===== config.mk =====
export PLATFORM = sky130hd
export DESIGN_NAME = ram_pattern_writer
export DESIGN_NICKNAME = d
export VERILOG_FILES = /design/src/rtl/ram_test_pkg.sv /design/src/rtl/ram_expect_pipe.sv /design/src/rtl/ram_pattern_writer.sv
export SDC_FILE = /design/constraint.sdc
export NUM_CORES = 1
export LEC_CHECK = 0
export BUFFER_PORTS_ARGS = -buffer_cell sky130_fd_sc_hd__buf_4
export CORE_MARGIN = 3
export CORE_UTILIZATION = 48
export CTS_CLUSTER_SIZE = 12
export DETAILED_ROUTE_END_ITERATION = 6
export PLACE_DENSITY_LB_ADDON = 0.3
export REMOVE_ABC_BUFFERS = 1
export SLEW_MARGIN = 20
export SYNTH_ARGS = -nofsm -noshare
export SYNTH_HDL_FRONTEND = slang
export SYNTH_HIERARCHICAL = 1
export SYNTH_SLANG_ARGS = --single-unit

===== constraint.sdc =====
create_clock -name clk -period 1.7 [get_ports clk]
set_clock_uncertainty 0.1 [all_clocks]
set_input_delay 0.17 -clock clk [delete_from_list [all_inputs] [get_ports clk]]
set_output_delay 0.17 -clock clk [all_outputs]
set_load 0.01 [all_outputs]

===== src/rtl/ram_test_pkg.sv =====
// Shared state, pattern and address helpers for the RAM test harness.
// Used by ram_pattern_writer (readback build: RAM_WRITER_READBACK_EN).
package ram_test_pkg;

  typedef enum logic [1:0] {
    IDLE,
    FILL,
    VERIFY,
    DONE
  } state_t;

  localparam logic [7:0] EVEN_WORD = 8'hFF;
  localparam logic [7:0] ODD_WORD  = 8'h00;

  // Sweep index LSB becomes the bank bit (address MSB).
  function automatic logic [31:0] bank_ilv(
    input logic [31:0] idx,
    input int unsigned aw
  );
    logic [31:0] hi;
    hi = {31'b0, idx[0]} << (aw - 1);
    return (idx >> 1) | hi;
  endfunction

endpackage


===== src/rtl/ram_expect_pipe.sv =====
// Expected-word/valid delay line aligning readback compares with RAM q.
// Used by ram_pattern_writer when RAM_WRITER_READBACK_EN is defined.
module ram_expect_pipe #(
  parameter int DEPTH = 2,
  parameter int W     = 8
) (
  input  logic         clk,
  input  logic         reset,
  input  logic         in_vld,
  input  logic [W-1:0] in_data,
  output logic         out_vld,
  output logic [W-1:0] out_data
);

  logic [DEPTH-1:0] vld;
  logic [W-1:0]     dat [DEPTH];

  always_ff @(posedge clk) begin
    if (reset) begin
      vld <= '0;
      for (int i = 0; i < DEPTH; i++)
        dat[i] <= '0;
    end else begin
      vld[0] <= in_vld;
      dat[0] <= in_data;
      for (int i = 1; i < DEPTH; i++) begin
        vld[i] <= vld[i-1];
        dat[i] <= dat[i-1];
      end
    end
  end

  assign out_vld  = vld[DEPTH-1];
  assign out_data = dat[DEPTH-1];

endmodule


===== src/rtl/ram_pattern_writer.sv =====
// Fills the dual-bank RAM with the bank pattern, bank bit toggling each write.
// Optional readback pass: define RAM_WRITER_READBACK_EN.
module ram_pattern_writer
  import ram_test_pkg::*;
#(
  parameter int                ADDR_W       = 10,
  parameter int                DATA_W       = 8,
  parameter logic [DATA_W-1:0] EVEN_PATTERN = DATA_W'(EVEN_WORD),
  parameter logic [DATA_W-1:0] ODD_PATTERN  = DATA_W'(ODD_WORD),
  parameter int                READ_LATENCY = 2
) (
  input  logic              clk,
  input  logic              reset,
  input  logic              start,
  input  logic              invert,
`ifdef RAM_WRITER_READBACK_EN
  input  logic [DATA_W-1:0] q,
  output logic              error,
`endif
  output logic              busy,
  output logic              done,
  output logic              clk_enable,
  output logic [ADDR_W-1:0] address,
  output logic              wren,
  output logic [DATA_W-1:0] data_to_write
);

  state_t              state, state_nx;
  logic [ADDR_W-1:0]   cnt, cnt_nx;
  logic                last, last_nx;
  logic                inv, inv_nx;
  logic                busy_nx, done_nx, wren_nx;
  logic [ADDR_W-1:0]   addr_nx;
  logic [DATA_W-1:0]   data_nx;

  function automatic logic [DATA_W-1:0] pat(
    input logic bank,
    input logic inv_i
  );
    return (bank ? ODD_PATTERN : EVEN_PATTERN) ^ {DATA_W{inv_i}};
  endfunction

  function automatic logic [ADDR_W-1:0] ilv(
    input logic [ADDR_W-1:0] c
  );
    return ADDR_W'(bank_ilv(32'(c), ADDR_W));
  endfunction

`ifdef RAM_WRITER_READBACK_EN
  logic              rd_vld, rd_vld_nx;
  logic              rd_lst, rd_lst_nx;
  logic [DATA_W-1:0] rd_exp, rd_exp_nx;
  logic              err_nx;
  logic              chk_vld;
  logic [DATA_W:0]   chk_data;
  logic              chk_lst;
  logic [DATA_W-1:0] chk_exp;

  ram_expect_pipe #(
    .DEPTH (READ_LATENCY),
    .W     (DATA_W + 1)
  ) u_pipe (
    .clk      (clk),
    .reset    (reset),
    .in_vld   (rd_vld),
    .in_data  ({rd_lst, rd_exp}),
    .out_vld  (chk_vld),
    .out_data (chk_data)
  );

  assign chk_lst = chk_data[DATA_W];
  assign chk_exp = chk_data[DATA_W-1:0];
`endif

  always_comb begin
    state_nx = state;
    cnt_nx   = cnt;
    last_nx  = last;
    inv_nx   = inv;
    busy_nx  = busy;
    done_nx  = done;
    wren_nx  = 1'b0;
    addr_nx  = address;
    data_nx  = data_to_write;
`ifdef RAM_WRITER_READBACK_EN
    rd_vld_nx = 1'b0;
    rd_lst_nx = 1'b0;
    rd_exp_nx = rd_exp;
    err_nx    = error | (chk_vld && (q != chk_exp));
`endif
    unique case (state)
      IDLE, DONE: begin
        if (start) begin
          state_nx = FILL;
          inv_nx   = invert;
          cnt_nx   = '0;
          last_nx  = 1'b0;
          done_nx  = 1'b0;
          busy_nx  = 1'b1;
`ifdef RAM_WRITER_READBACK_EN
          err_nx   = 1'b0;
`endif
        end
      end
      FILL: begin
        if (!last) begin
          addr_nx = ilv(cnt);
          wren_nx = 1'b1;
          data_nx = pat(cnt[0], inv);
          if (cnt == '1) last_nx = 1'b1;
          else           cnt_nx  = cnt + 1'b1;
        end else begin
          last_nx = 1'b0;
          data_nx = '0;
`ifdef RAM_WRITER_READBACK_EN
          // First read goes out on the same edge FILL retires.
          state_nx  = VERIFY;
          addr_nx   = '0;
          rd_vld_nx = 1'b1;
          rd_exp_nx = pat(1'b0, inv);
          cnt_nx    = ADDR_W'(1);
`else
          state_nx = DONE;
          cnt_nx   = '0;
          busy_nx  = 1'b0;
          done_nx  = 1'b1;
`endif
        end
      end
      VERIFY: begin
`ifdef RAM_WRITER_READBACK_EN
        if (!last) begin
          addr_nx   = ilv(cnt);
          rd_vld_nx = 1'b1;
          rd_exp_nx = pat(cnt[0], inv);
          if (cnt == '1) begin
            last_nx   = 1'b1;
            rd_lst_nx = 1'b1;
            cnt_nx    = '0;
          end else begin
            cnt_nx = cnt + 1'b1;
          end
        end
        if (chk_vld && chk_lst) begin
          state_nx = DONE;
          last_nx  = 1'b0;
          busy_nx  = 1'b0;
          done_nx  = 1'b1;
        end
`else
        state_nx = IDLE;
`endif
      end
      default: state_nx = IDLE;
    endcase
  end

  always_ff @(posedge clk) begin
    if (reset) begin
      state         <= IDLE;
      cnt           <= '0;
      last          <= 1'b0;
      inv           <= 1'b0;
      busy          <= 1'b0;
      done          <= 1'b0;
      wren          <= 1'b0;
      address       <= '0;
      data_to_write <= '0;
    end else begin
      state         <= state_nx;
      cnt           <= cnt_nx;
      last          <= last_nx;
      inv           <= inv_nx;
      busy          <= busy_nx;
      done          <= done_nx;
      wren          <= wren_nx;
      address       <= addr_nx;
      data_to_write <= data_nx;
    end
  end

`ifdef RAM_WRITER_READBACK_EN
  always_ff @(posedge clk) begin
    if (reset) begin
      rd_vld <= 1'b0;
      rd_lst <= 1'b0;
      rd_exp <= '0;
      error  <= 1'b0;
    end else begin
      rd_vld <= rd_vld_nx;
      rd_lst <= rd_lst_nx;
      rd_exp <= rd_exp_nx;
      error  <= err_nx;
    end
  end
`endif

  assign clk_enable = busy;

endmodule


### Word level (Yosys, flattened, before mapping)

Index checks and enable logic that the tools add are counted.

| word-level totals | value |
|---|---|
| register bits | 35 |

| operators by class | value |
|---|---|
| add/sub/neg operators | 1 |
| equal/unequal tests | 7 |
| muxes and demuxes | 19 |
| bitwise operators | 4 |
| reductions and logical operators | 10 |

Operators with widths:

| cell | count |
|---|---|
| $mux 10 | 3 |
| $pmux 10 s2 | 1 |
| $mux 8 | 2 |
| $add 10x1->10 const B | 1 |
| $eq 10x10->1 const B | 1 |
| $or 9x10->10 | 1 |
| $reduce_and 2->1 | 4 |
| $xor 8x8->8 | 1 |
| $mux 1 | 7 |
| $pmux 1 s2 | 3 |
| $pmux 2 s3 | 1 |
| $reduce_and 3->1 | 2 |
| $eq 2x2->1 const B | 2 |
| $mux 2 | 2 |
| $ne 2x2->1 const B | 2 |
| $reduce_or 2->1 | 2 |
| $ne 3x3->1 const B | 1 |
| $eq 2x1->1 const B | 1 |
| $logic_not 2->1 | 1 |
| $not 1->1 | 2 |
| $reduce_bool 2->1 | 1 |

### Logic depth before layout (Yosys ltp)

Gate-level depths: netlist of the first run.

| logic depth | value |
|---|---|
| depth in word-level cells | 4 |
| depth in mapped cells | 6 |
| mapped depth without buffers | 6 |

### Least setup slack after synthesis of the first run

No wires, ideal clock.

| path | value |
|---|---|
| path type | reg-to-reg |
| start point | register state[0] |
| end point | register cnt[9] |
| arrival | 1.645 ns |
| required time | 1.530 ns |
| slack | -0.115 ns |
| stages on the path, launching flop included | 7 |
| buffers on the path | 0 |
| cells stage by stage | dfxtp_1 > inv_1 > ha_1 > mux2_4 > nand3_4 > or4_1 > a21oi_1 |

| between the ends | value |
|---|---|
| cells in the longest elaborated chain, start to end | 4 |
| elaborated cells on any way between the ends | 9 |
| classes of those cells | eq/ne (4); mux (1); reduce/logical (4) |

RTL lines:

| item | RTL line | RTL |
|---|---|---|
| from (decl) | ram_pattern_writer.sv:28 | `state_t state, state_nx;` |
| from (signal assigned) | ram_pattern_writer.sv:170 | `state <= state_nx;` |
| $eq 2x2->1 / $logic_not 2->1 (equally long branches) | ram_pattern_writer.sv:91 | `unique case (state)` |
| $reduce_or 2->1 | ram_pattern_writer.sv:91 |  |
| $ne 2x2->1 (no source line) / $reduce_bool 2->1 (equally long branches) | - |  |
| $reduce_and 3->1 (no source line) | - |  |
| to (signal assigned) | ram_pattern_writer.sv:171 | `cnt <= cnt_nx;` |
| to (decl) | ram_pattern_writer.sv:29 | `logic [ADDR_W-1:0] cnt, cnt_nx;` |

Several ways; a longest one is shown, not always the timed one.
A chain may end at the register's enable or synchronous reset.

### Worst setup path in the final report of the first run

| path | value |
|---|---|
| start point | register state[1] |
| end point | register cnt[9] |

Same word-level chain as after synthesis.

==> results.md, run 1 <==
- The checks that failed: negative setup slack.
- The layout overhead on the synthesized area is 30.2%.
- In this run the power spent charging and discharging nets is about 0.42 mW.
- The clock latency at the later pin of the worst-skew pair is 0.33 ns.
- The count of placed standard cells in the final layout, fillers left out is 215.
- In this run the worst setup path terminates at cnt[9].
- In this run the horizontal extent of the chip is 57.3 um.
- The maximum vdd drop is 0.843 mV.
- Along the worst path, the maximum fanout reaches 5.
- The first-pass iteration count of the detailed router is 4.
- In the final layout, the share of cells above drive strength 1 is 31.6%.
- The beginning of the critical path is state[1].
- The per-cell via count in the routed design is between 5 and 6.
- The pre-CTS worst setup slack is -0.146 ns.
- The clock root buffer is sky130_fd_sc_hd__clkbuf_4.
- Yosys mapped the design onto 32 distinct sky130hd cell types.
- The synthesized netlist cell count is 152.
- Summing the sequential cell areas from Yosys gives 44.3% of the chip area.
- The portion of total power attributed to sequential cells is 51.1%.
- The run finished, with violations left.
- Ranked by total cell area, the synthesized netlist is headed by sky130_fd_sc_hd__dfxtp_1 44%, sky130_fd_sc_hd__a21oi_1 9.5%, sky130_fd_sc_hd__nand2_1 8.0%, sky130_fd_sc_hd__buf_4 4.7%, sky130_fd_sc_hd__nor2_1 3.3%.
- Once detail routing completed, the nets flagged for antenna violations numbered 0.
- Yosys instantiated no cell more often than sky130_fd_sc_hd__dfxtp_1.
- The number of endpoints failing setup at the final stage is 7.
- The worst register-to-register path ends at cnt[9].
- The power density normalized to cell area is 848 nW/um^2.
- Dividing the detail-routed wire length by the instance count gives 12.9 um.
- The maximum clock frequency is 0.567 GHz.
- The number of synthesis warnings is 6.
- The kind of end point of the critical path is a flop.
- The leakage dissipation is 0.646 nW.
- In this run, placement finished with an instance count of 208.
- CTS built an H-tree with a depth of 1.
- In this run the standard cell core region covers 2360 sq um.
- By area, the combinational part of the netlist is dominated by simple AND/OR/NAND/NOR gates.
- The CTS tree is yes.
- The first-pass GRT wire length is 4670 um.
- The vertical die dimension is ~57 um.
- The final clock period utilization by the worst path is 104%.
- The mean cell area of the mapped netlist is 8.32 sq um.
- The number of antenna violations at the first check in global routing is 0.
- For this run, design rule violations remaining after detail routing come to 0.
- The number of buffers created by CTS is 3.
- The worst hold slack after final layout is 0.0415 ns.
- The biggest area consumer among synthesized cells is sky130_fd_sc_hd__dfxtp_1.
- The number of primary I/O pins is 26.
- The top flip-flop cell by instance count after synthesis is sky130_fd_sc_hd__dfxtp_1.
- The largest net degree at the start of global routing is 23.
- Counting cells, the worst reg-to-reg path comes to 5.
- Summed over its instances, the top area cell type makes up 44.3% of the synthesized netlist area.
- The worst setup path is launched from a flop.
- The smallest clock period supported by the final layout is computed as 1.76 ns.
- The clock network burns 19.6% of the power.
- The clock transition at the registers of the reported paths is 0.15 ns.
- At the end of the flow, the number of nets in the layout was ~200.
- For met2 alone, demand over resource in global routing was roughly 30%.
- The global routing usage on met1 is 22.0%.
- Port buffering added 25 buffers.
- The total grt overflow is 0.
- The overall routed net length is 2780 um.
- The floorplan die area is 3290 sq um.
- The routed layout has roughly 1100 vias.
- The placed wire-length estimate is 1940 um.
- The hold violation total from the final report is 0.
- The fraction of the mapped netlist area in compound gates is 17.4%.
- The xor/xnor cell area share of the yosys netlist is 1.38%.
- For met3 alone, demand over resource in global routing was 5.20%.
- Counting instances in the post-synthesis netlist gives the leading cell types as 28 x sky130_fd_sc_hd__dfxtp_1, 27 x sky130_fd_sc_hd__nand2_1, 24 x sky130_fd_sc_hd__a21oi_1, 11 x sky130_fd_sc_hd__nor2_1, 8 x sky130_fd_sc_hd__buf_4.
- After synthesis the cells add up to about 1300 sq um.
- The number of pins exceeding their max-slew limit in the final report is 0.
- After Yosys synthesis, full adders, half adders and majority gates account for 2.97% of the synthesized area.
- The internal power consumption is 0.975 mW.
- Of the total power, the share spent switching nets is 30.2%.
- Of the post-synthesis cell area, the part taken by muxes is between 1.5 and 2%.
- The repair_antennas step left the layout with diodes totalling 0.
- Counting along the longest clock path gives a buffer depth of 2.
- The synthesized netlist devotes 24.5% of its cell area to simple gates.
- Setup repair after global routing could not meet its margin everywhere.
- Once the floorplan was initialized, standard cells occupied roughly 54% of the core.
- The number of global-route vias before repair is 1082.
- The overall power is 1.40 mW.
- The violation count after the first detailed-routing iteration is 42.
- The path class of the lowest-slack min-delay path is in2reg.
- The start of the worst register-to-register path is state[1].
- Setup slack on the critical path of the routed design comes to -0.0629 ns.
- The layer with the highest usage is met2.
- In this run, the combinational gates consume about 29% of the power.
- The slew at the pin closest to its max-slew limit is 0.305 ns.
- The final weighted congestion in routability-driven placement is 0.838.
- The slack of the worst reg-to-reg path is -0.06 ns.
- Row generation in the floorplan step produced 17 rows.
- The number of filler instances in the final layout is 186.
- The register bit total from synthesis is 28.
- The critical setup path kind is reg2reg.
- The tree built by TritonCTS fans out to 28 sinks.
- The required time reported for the critical path endpoint is 1.89 ns.
- The tool flagged a number of max-cap violations equal to 0.
- The global-route usage over all layers is 17.7%.
- The synthesized design contains 0 enable-type register cells.
- The relative max-transition margin is between 70% and 80%.
- Counting flops with an async set or reset pin after synthesis yields a share of 0%.
- For the worst setup path, the data arrival time is 1.95 ns.
## power by group through the flow
stage               combinational, mW  sequential [mW]  clock (mW)
detailed placement              0.350            0.722           0
global placement                0.343            0.722           0
CTS                             0.388            0.710       0.279
finish                          0.410            0.713       0.274
global route                    0.445            0.717       0.308
floorplan                       0.157            0.746           0
## critical path, cell delays in order (launching register included)
cell                      delay (ns)
sky130_fd_sc_hd__dfxtp_4        0.39
sky130_fd_sc_hd__ha_4           0.24
sky130_fd_sc_hd__mux2_4         0.25
sky130_fd_sc_hd__nand3_4        0.07
sky130_fd_sc_hd__or4_4          0.52
sky130_fd_sc_hd__a21oi_2        0.14
## stage by stage
stage	TNS, ns	utilization (%)	cell area, sq um
6_report	-0.241	69.7	1650
5_1_grt	-0.821	69.7	1650
4_1_cts	-0.191	68.2	1610
3_5_place_dp	-0.484	64.6	1530
3_3_place_gp	-0.0349	64.6	1530
2_1_floorplan	-0.229	-	1190
## registers in the layout, summed over array words and instances, names as in the netlist
name,cells
inv,1
busy,1
done,1
state,2
cnt,10
data_to_write,1
wren,1
last,1
address,10
## layout make-up
class	count	area (sq um)	share of cell area, %
Clock buffer	3	22.5	1.37
Inverter	5	21.3	1.29
Multi-Input combinational cell	107	653	39.7
Sequential cell	28	566	34.3
Tap cell	28	35.0	2.13
Timing Repair Buffer	44	349	21.2
## cells by family after synthesis
kind of cell | Yosys count
AOI/OAI and AO/OA | 37
DFF | 28
and+or+nand+nor | 63
xor gates and xnor gates | 2
adders and majority gates | 3
muxes | 2
buffers and inverters | 17
## cell usage in the layout (no fill, tap or decap), types with 2 or more instances in the layout
master                      n
sky130_fd_sc_hd__nor2b_1    3
sky130_fd_sc_hd__buf_4     41
sky130_fd_sc_hd__nor2_1    11
sky130_fd_sc_hd__nor3_1     2
sky130_fd_sc_hd__nand2_1   27
sky130_fd_sc_hd__dfxtp_1   26
sky130_fd_sc_hd__or3_1      6
sky130_fd_sc_hd__nand3_1    3
sky130_fd_sc_hd__inv_1      3
sky130_fd_sc_hd__clkbuf_4   3
sky130_fd_sc_hd__o21ai_0    5
sky130_fd_sc_hd__and3_1     2
sky130_fd_sc_hd__a211oi_1   2
sky130_fd_sc_hd__a21oi_1   23
sky130_fd_sc_hd__ha_4       2
## what timing repair did
item                                   in CTS  in global routing
hold buffers                                1                  0
pin swaps                                   7                  9
endpoints found under the hold margin       1                  0
gates resized for setup                     6                  8
setup buffers                               1                  2
setup endpoints to repair                   9                 11
## worst min path at each step
stage | end | depth (start not counted) | slack, ns | start
2_1_floorplan | address[0] | 1 | 0.14 | reset
3_3_place_gp | inv | 3 | 0.34 | invert
3_5_place_dp | inv | 3 | 0.35 | invert
4_1_cts | inv | 3 | 0.04 | start
5_1_grt | inv | 3 | 0.03 | start
6_report | inv | 3 | 0.04 | start
## metal layers
metal	part of all wire, %	wire, um
met2	48	1340
met3	5.3	147
met5	0	0
met4	0.36	10
met1	46	1280
No activity file was read; power rests on OpenSTA's default activity.
==> inputs of run 2 (changes only) <==
--- a/config.mk
+++ b/config.mk
@@ -10,6 +10,7 @@
 export CORE_UTILIZATION = 48
 export CTS_CLUSTER_SIZE = 12
 export DETAILED_ROUTE_END_ITERATION = 6
+export HOLD_SLACK_MARGIN = 0.08
 export PLACE_DENSITY_LB_ADDON = 0.3
 export REMOVE_ABC_BUFFERS = 1
 export SLEW_MARGIN = 20
==> results.md, run 2 (synthesized netlist as in run 1, its figures left out) <==
- The placed wire-length estimate is 1940 um (unchanged).
- The maximum vdd drop is 0.815 mV (-3.3%).
- The number of pins exceeding their max-slew limit in the final report came to 0 (unchanged).
- The required time reported for the critical path endpoint was 1.89 ns (about the same).
- The violation count after the first detailed-routing iteration was 43 (+2.4%).
- The layout net count came to 197 (+0.51%).
- The floorplan die area is 3290 sq um (unchanged).
- The run finished, with violations left.
- Clock tree synthesis selected as its root buffer the cell sky130_fd_sc_hd__clkbuf_4.
- The clock latency at the later pin of the worst-skew pair is 0.34 ns (about the same).
- The largest net degree at the start of global routing came to 23 (unchanged).
- The die width was 57.3 um (unchanged).
- The share of final-layout standard cells stronger than drive strength 1 is 30.9% (-0.70 points).
- The global-route usage over all layers is 17.8% (+0.14 points).
- The logic depth of the worst setup path including buffers came to 5 (unchanged).
- The overall power is 1.40 mW (about the same).
- The effective utilization at floorplan is 53.6% (unchanged).
- The number of global-route vias before repair was 1086 (+0.37%).
- The final clock period utilization by the worst path is 103% (-0.27 points).
- The number of antenna violations at the first check in global routing is 0 (unchanged).
- The quantity of I/O buffers inserted on ports was 25 (unchanged).
- The path class of the lowest-slack min-delay path is reg2reg.
- The routed length on met1 is 1240 um (-3.4%).
- Setup repair after global routing could not meet its margin everywhere.
- The wire length on met3 is 172 um (+17%).
- The per-cell via count in the routed design was 5.41 (+1.3%).
- The number of standard-cell rows in the floorplan is 17 (unchanged).
- The final design utilization was 70.3% (+0.53 points).
- The total number of clock tree sinks is 28 (unchanged).
- The vertical die dimension is 57.3 um (unchanged).
- The first-pass GRT wire length is 4710 um (+0.88%).
- The total grt overflow was 0 (unchanged).
- The layout overhead on the synthesized area is 31.2%.
- The endpoint arrival time on the critical path is 1.95 ns (about the same).
- The power density normalized to cell area is 841 nW/um^2 (-0.80%).
- The number of endpoints failing setup at the final stage is 6 (-1).
- The maximum clock frequency was 0.569 GHz (+0.26%).
- The most common cell after layout, fill and taps aside is sky130_fd_sc_hd__buf_4.
- The topmost layer with routed signal wires is met4.
- The number of primary I/O pins is 26 (unchanged).
- The worst setup path is of the reg2reg kind.
- The number of maximum-capacitance violations is 0 (unchanged).
- The minimum period implied by the final worst setup slack is 1.76 ns (-0.00459 ns).
- The leakage dissipation was 0.649 nW (+0.51%).
- The top cell types in the final layout, fill and taps aside, are 40 x sky130_fd_sc_hd__buf_4, 27 x sky130_fd_sc_hd__nand2_1, 26 x sky130_fd_sc_hd__dfxtp_1.
- The clock transition at the registers of the reported paths came to 0.15 ns (about the same).
- The average wire per cell in the routed design was 12.8 um (-1.0%).
- The relative max-transition margin is 79.3% (-0.084 points).
- The largest registers in the layout are address x10, cnt x10, state x2.
- The number of vias after detailed routing came to 1169 (+1.7%).
- The number of filler instances in the final layout is 184 (-1.1%).
- The final weighted congestion in routability-driven placement is 0.838 (unchanged).
- TritonCTS built the clock tree.
- The biggest cell delay along the critical path is 0.52 ns (about the same).
- The met2 routed wirelength is 1350 um (+0.15%).
- The checks that failed: negative setup slack.
- The cell count of the worst hold path was 2 (-1).
- The number of inserted diodes is 0 (unchanged).
- The first-pass iteration count of the detailed router was 4 (unchanged).
- The final worst-path setup slack is -0.0583 ns (+0.00459 ns).
- The slowest stage of the critical path belongs to the cell sky130_fd_sc_hd__or4_4.
- The H-tree depth reported by CTS is 1 (unchanged).
- The slew at the pin closest to its max-slew limit was 0.306 ns (+0.00125 ns).
- The kind of start point of the critical path is a flop.
- The area of the core is 2360 sq um (unchanged).
- The hold violation total from the final report is 0 (unchanged).
- The number of design rule violations left after detail routing is 0 (unchanged).
- Traced cell by cell, the critical path runs through ha_4 > mux2_4 > nand3_4 > or4_4 > a21oi_2.
- The overall routed net length came to 2770 um (-0.54%).
- The largest fanout on the critical path came to 5 (unchanged).
- The kind of cell adding the most delay to the critical path is simple AND/OR/NAND/NOR gates.
- The buffer levels on the longest clock path is 2 (unchanged).
- The number of buffers created by CTS came to 3 (unchanged).
- The length in cells of the worst reg-to-reg path is 5 (unchanged).
- The worst setup path is captured at a flop.
- The count of antenna-violating nets left after detailed routing is 0 (unchanged).
- The sum of buffers and inverters on the critical path was 0 (unchanged).
## run 2: stage by stage
step	setup TNS [ns]	setup slack [ns]	hold slack (ns)	std cells	area, sq um
after CTS	-0.190	-0.0743	0.368	215	1630
after global placement	-0.0349	-0.0337	0.344	208	1530
after global routing	-0.802	-0.114	0.388	216	1660
final	-0.228	-0.0583	0.366	216	1660
after floorplan	-0.229	-0.115	0.139	140	1190
after detailed placement	-0.484	-0.146	0.349	208	1530
## run 2: worst register-to-register path: cells and delay by family (launching register included)
family / cells / cell delay, ns
adder cells (fa/ha/maj): 1 / 0.24
AO/OA/AOI/OAI: 1 / 0.14
AND/OR/NAND/NOR: 2 / 0.59
flip-flops: 1 / 0.39
multiplexers: 1 / 0.25
## run 2: area by class of cell
type                            count  area, sq um  area share, %
Inverter                            5         21.3           1.28
Clock buffer                        3         22.5           1.36
Multi-Input combinational cell    107          653           39.4
Tap cell                           28         35.0           2.11
Sequential cell                    28          566           34.1
Timing Repair Buffer               45          362           21.8
## run 2: what timing repair did
action / 4_1_cts / 5_1_grt
hold buffers: 3 / 0
gates resized for setup: 6 / 8
buffers inserted: 1 / 1
cloned: 0 / 0
pin swaps: 7 / 9
setup endpoints to repair: 9 / 11
hold endpoints to repair: 19 / 0
## run 2: worst paths after layout
kind / slack [ns] / from / end
worst min-delay path: 0.37 / address[6] / address[6]
worst max-delay path: -0.06 / state[1] / cnt[9]
worst min register to register: 0.37 / address[6] / address[6]
worst max register to register: -0.06 / state[1] / cnt[9]
## run 2: power by group
group          switching, mW  internal, mW
combinational          0.201         0.205
sequential            0.0290         0.684
clock                  0.193        0.0836
## run 2: per-layer routing
| layer | global-route usage [%] | vias up |
|---|---|---|
| li1 | - | 591 |
| met1 | 22.2 | 539 |
| met2 | 30.2 | 37 |
| met3 | 5.20 | 2 |
| met4 | 4.64 | 0 |
| met5 | 0 | - |
==> inputs of run 3 (changes only) <==
--- a/config.mk
+++ b/config.mk
@@ -6,8 +6,10 @@
 export NUM_CORES = 1
 export LEC_CHECK = 0
 export BUFFER_PORTS_ARGS = -buffer_cell sky130_fd_sc_hd__buf_4
+export CELL_PAD_IN_SITES_DETAIL_PLACEMENT = 0
+export CELL_PAD_IN_SITES_GLOBAL_PLACEMENT = 1
 export CORE_MARGIN = 3
-export CORE_UTILIZATION = 48
+export CORE_UTILIZATION = 35
 export CTS_CLUSTER_SIZE = 12
 export DETAILED_ROUTE_END_ITERATION = 6
 export HOLD_SLACK_MARGIN = 0.08
==> results.md, run 3 (synthesized netlist as in run 1, its figures left out) <==
- The final design utilization is 54.2% (-16 points).
- The final weighted congestion in routability-driven placement is 0.691 (-18%).
- The per-cell via count in the routed design is 4.80 (-11%).
- The logic gate share of total power is 28.5% (-0.6 points).
- The portion of total power attributed to sequential cells is 44.0% (-7.1 points).
- The relative max-transition margin is 75.3% (-4.0 points).
- The endpoint arrival time on the critical path is 1.90 ns (-0.05 ns).
- The internal power consumption came to 1.16 mW (+19%).
- The global-route usage over all layers is 13.8% (-4.0 points).
- The layout overhead on the synthesized area is 46.3%.
- The largest fanout on the critical path was 7 (+2).
- The setup TNS is -0.0770 ns (+0.151 ns).
- The first-pass iteration count of the detailed router is 4 (unchanged).
- The proportion of power drawn by the clock network was 27.5% (+7.7 points).
- The final clock period utilization by the worst path was 101% (-2.3 points).
- The clock root buffer is sky130_fd_sc_hd__clkbuf_4.
- The number of primary I/O pins is 26 (unchanged).
- The layout net count was 208 (+5.6%).
- The floorplan die area is 4370 sq um (+33%).
- The placed wire-length estimate came to 2000 um (+3.1%).
- The number of inserted diodes is 0 (unchanged).
- TritonCTS built the clock tree.
- The number of standard-cell rows in the floorplan was 21 (+4).
- The total number of clock tree sinks is 28 (unchanged).
- The number of maximum-capacitance violations came to 0 (unchanged).
- The most common cell after layout, fill and taps aside is sky130_fd_sc_hd__buf_4.
- The number of endpoints failing setup at the final stage is 6 (unchanged).
- The number of pins exceeding their max-slew limit in the final report came to 0 (unchanged).
- The count of antenna-violating nets left after detailed routing is 0 (unchanged).
- The clock latency at the later pin of the worst-skew pair came to 0.34 ns (about the same).
- The overall power is 1.62 mW (+16%).
- The average wire per cell in the routed design was 12.2 um (-5.1%).
- The violation count after the first detailed-routing iteration is 40 (-7.0%).
- The number of global-route vias before repair is 1082 (-0.37%).
- The total grt overflow was 0 (unchanged).
- The number of antenna violations at the first check in global routing is 0 (unchanged).
- The switching portion of total power is 28.6% (-1.7 points).
- In this run the worst hold path is classified as reg2reg.
- The number of buffers created by CTS is 3 (unchanged).
- The hold violation total from the final report is 0 (unchanged).
- The minimum period implied by the final worst setup slack came to 1.72 ns (-0.0383 ns).
- The checks that failed: negative setup slack.
- The leakage dissipation is 0.720 nW (+11%).
- The kind of start point of the critical path is a flop.
- The buffer levels on the longest clock path was 2 (unchanged).
- Setup repair after global routing could not meet its margin everywhere.
- The flow ran to the end, but the final reports show violations.
- The required time reported for the critical path endpoint is 1.88 ns (about the same).
- The slew at the pin closest to its max-slew limit is 0.366 ns (+0.0599 ns).
- The critical path is of the reg2reg type.
- The maximum clock frequency is 0.581 GHz (+2.2%).
- The die width is 66.1 um (+15%).
- The H-tree depth reported by CTS is 1 (unchanged).
- The largest net degree at the start of global routing is 23 (unchanged).
- The overall routed net length came to 2990 um (+8.1%).
- Leaving out fill and tap cells, the most frequent cells in the layout are 48 x sky130_fd_sc_hd__buf_4, 27 x sky130_fd_sc_hd__nand2_1, 26 x sky130_fd_sc_hd__dfxtp_1.
- The maximum vdd drop is 0.540 mV (-34%).
- The final worst-path setup slack is -0.0200 ns (+0.0383 ns).
- The share of final-layout standard cells stronger than drive strength 1 came to 38.5% (+7.6 points).
- The power density normalized to cell area is 875 nW/um^2 (+4.0%).
- STA classifies the critical path endpoint as a flop.
- The number of vias after detailed routing was 1182 (+1.1%).
- The switching component of the power came to 0.463 mW (+9.5%).
- The clock transition at the registers of the reported paths is 0.16 ns (about the same).
- The number of design rule violations left after detail routing came to 0 (unchanged).
- The largest registers in the layout are address x10, cnt x10, state x2.
- The area of the core is 3420 sq um (+45%).
- The effective utilization at floorplan is 37.0% (-17 points).
- The vertical die dimension is 66.1 um (+15%).
- The first-pass GRT wire length is 4710 um (unchanged).
- The quantity of I/O buffers inserted on ports is 25 (unchanged).
## run 3: power by group through the flow
stage	clock network (mW)	logic [mW]	registers, mW
2_1_floorplan	0	0.157	0.746
3_3_place_gp	0	0.365	0.719
3_5_place_dp	0	0.368	0.721
4_1_cts	0.457	0.402	0.712
5_1_grt	0.475	0.506	0.718
6_report	0.445	0.461	0.713
## run 3: path summary, 6_finish.rpt
path / from / to / slack [ns] / depth (start not counted)
max: state[1] / cnt[3] / -0.02 / 7
min reg2reg: address[6] / address[6] / 0.37 / 2
max reg2reg: state[1] / cnt[3] / -0.02 / 7
min: address[6] / address[6] / 0.37 / 2
## run 3: layout make-up
class                      instances  area (sq um)
fill                             330          1570
multi-input combinational        108           721
sequential                        28           566
timing repair buffer              55           435
tap                               46          57.6
clock inverter                     1          30.0
clock buffer                       3          22.5
inverter                           5          18.8
## run 3: per-layer routing
layer	GRT usage, %	vias up	share of wire (%)
met5	0	-	0
met4	3.81	0	0.97
met3	3.57	4	3.4
met2	23.9	17	48
met1	16.7	546	48
li1	-	615	-
## run 3: repair_timing
item,in CTS,in global routing
pin swaps,8,10
setup buffers,3,5
endpoints found under the setup margin,10,11
endpoints found under the hold margin,19,0
resized for setup,11,17
hold buffers,3,0
cloned,0,1
## run 3: worst max-delay path, stage by stage (launching register included)
cell and delay [ns]:
sky130_fd_sc_hd__dfxtp_2 0.39, sky130_fd_sc_hd__inv_2 0.06, sky130_fd_sc_hd__ha_4 0.16, sky130_fd_sc_hd__buf_4 0.13
sky130_fd_sc_hd__mux2_4 0.33, sky130_fd_sc_hd__buf_6 0.14, sky130_fd_sc_hd__a21o_4 0.23, sky130_fd_sc_hd__a21oi_1 0.11
## run 3: stage by stage
step	area [sq um]	std cells	hold slack (ns)	worst slack, ns
6_report	1850	246	0.367	-0.0200
2_1_floorplan	1190	140	0.139	-0.115
4_1_cts	1730	240	0.369	-0.0372
3_3_place_gp	1580	230	0.344	-0.0827
5_1_grt	1850	246	0.386	-0.158
3_5_place_dp	1580	230	0.349	-0.137
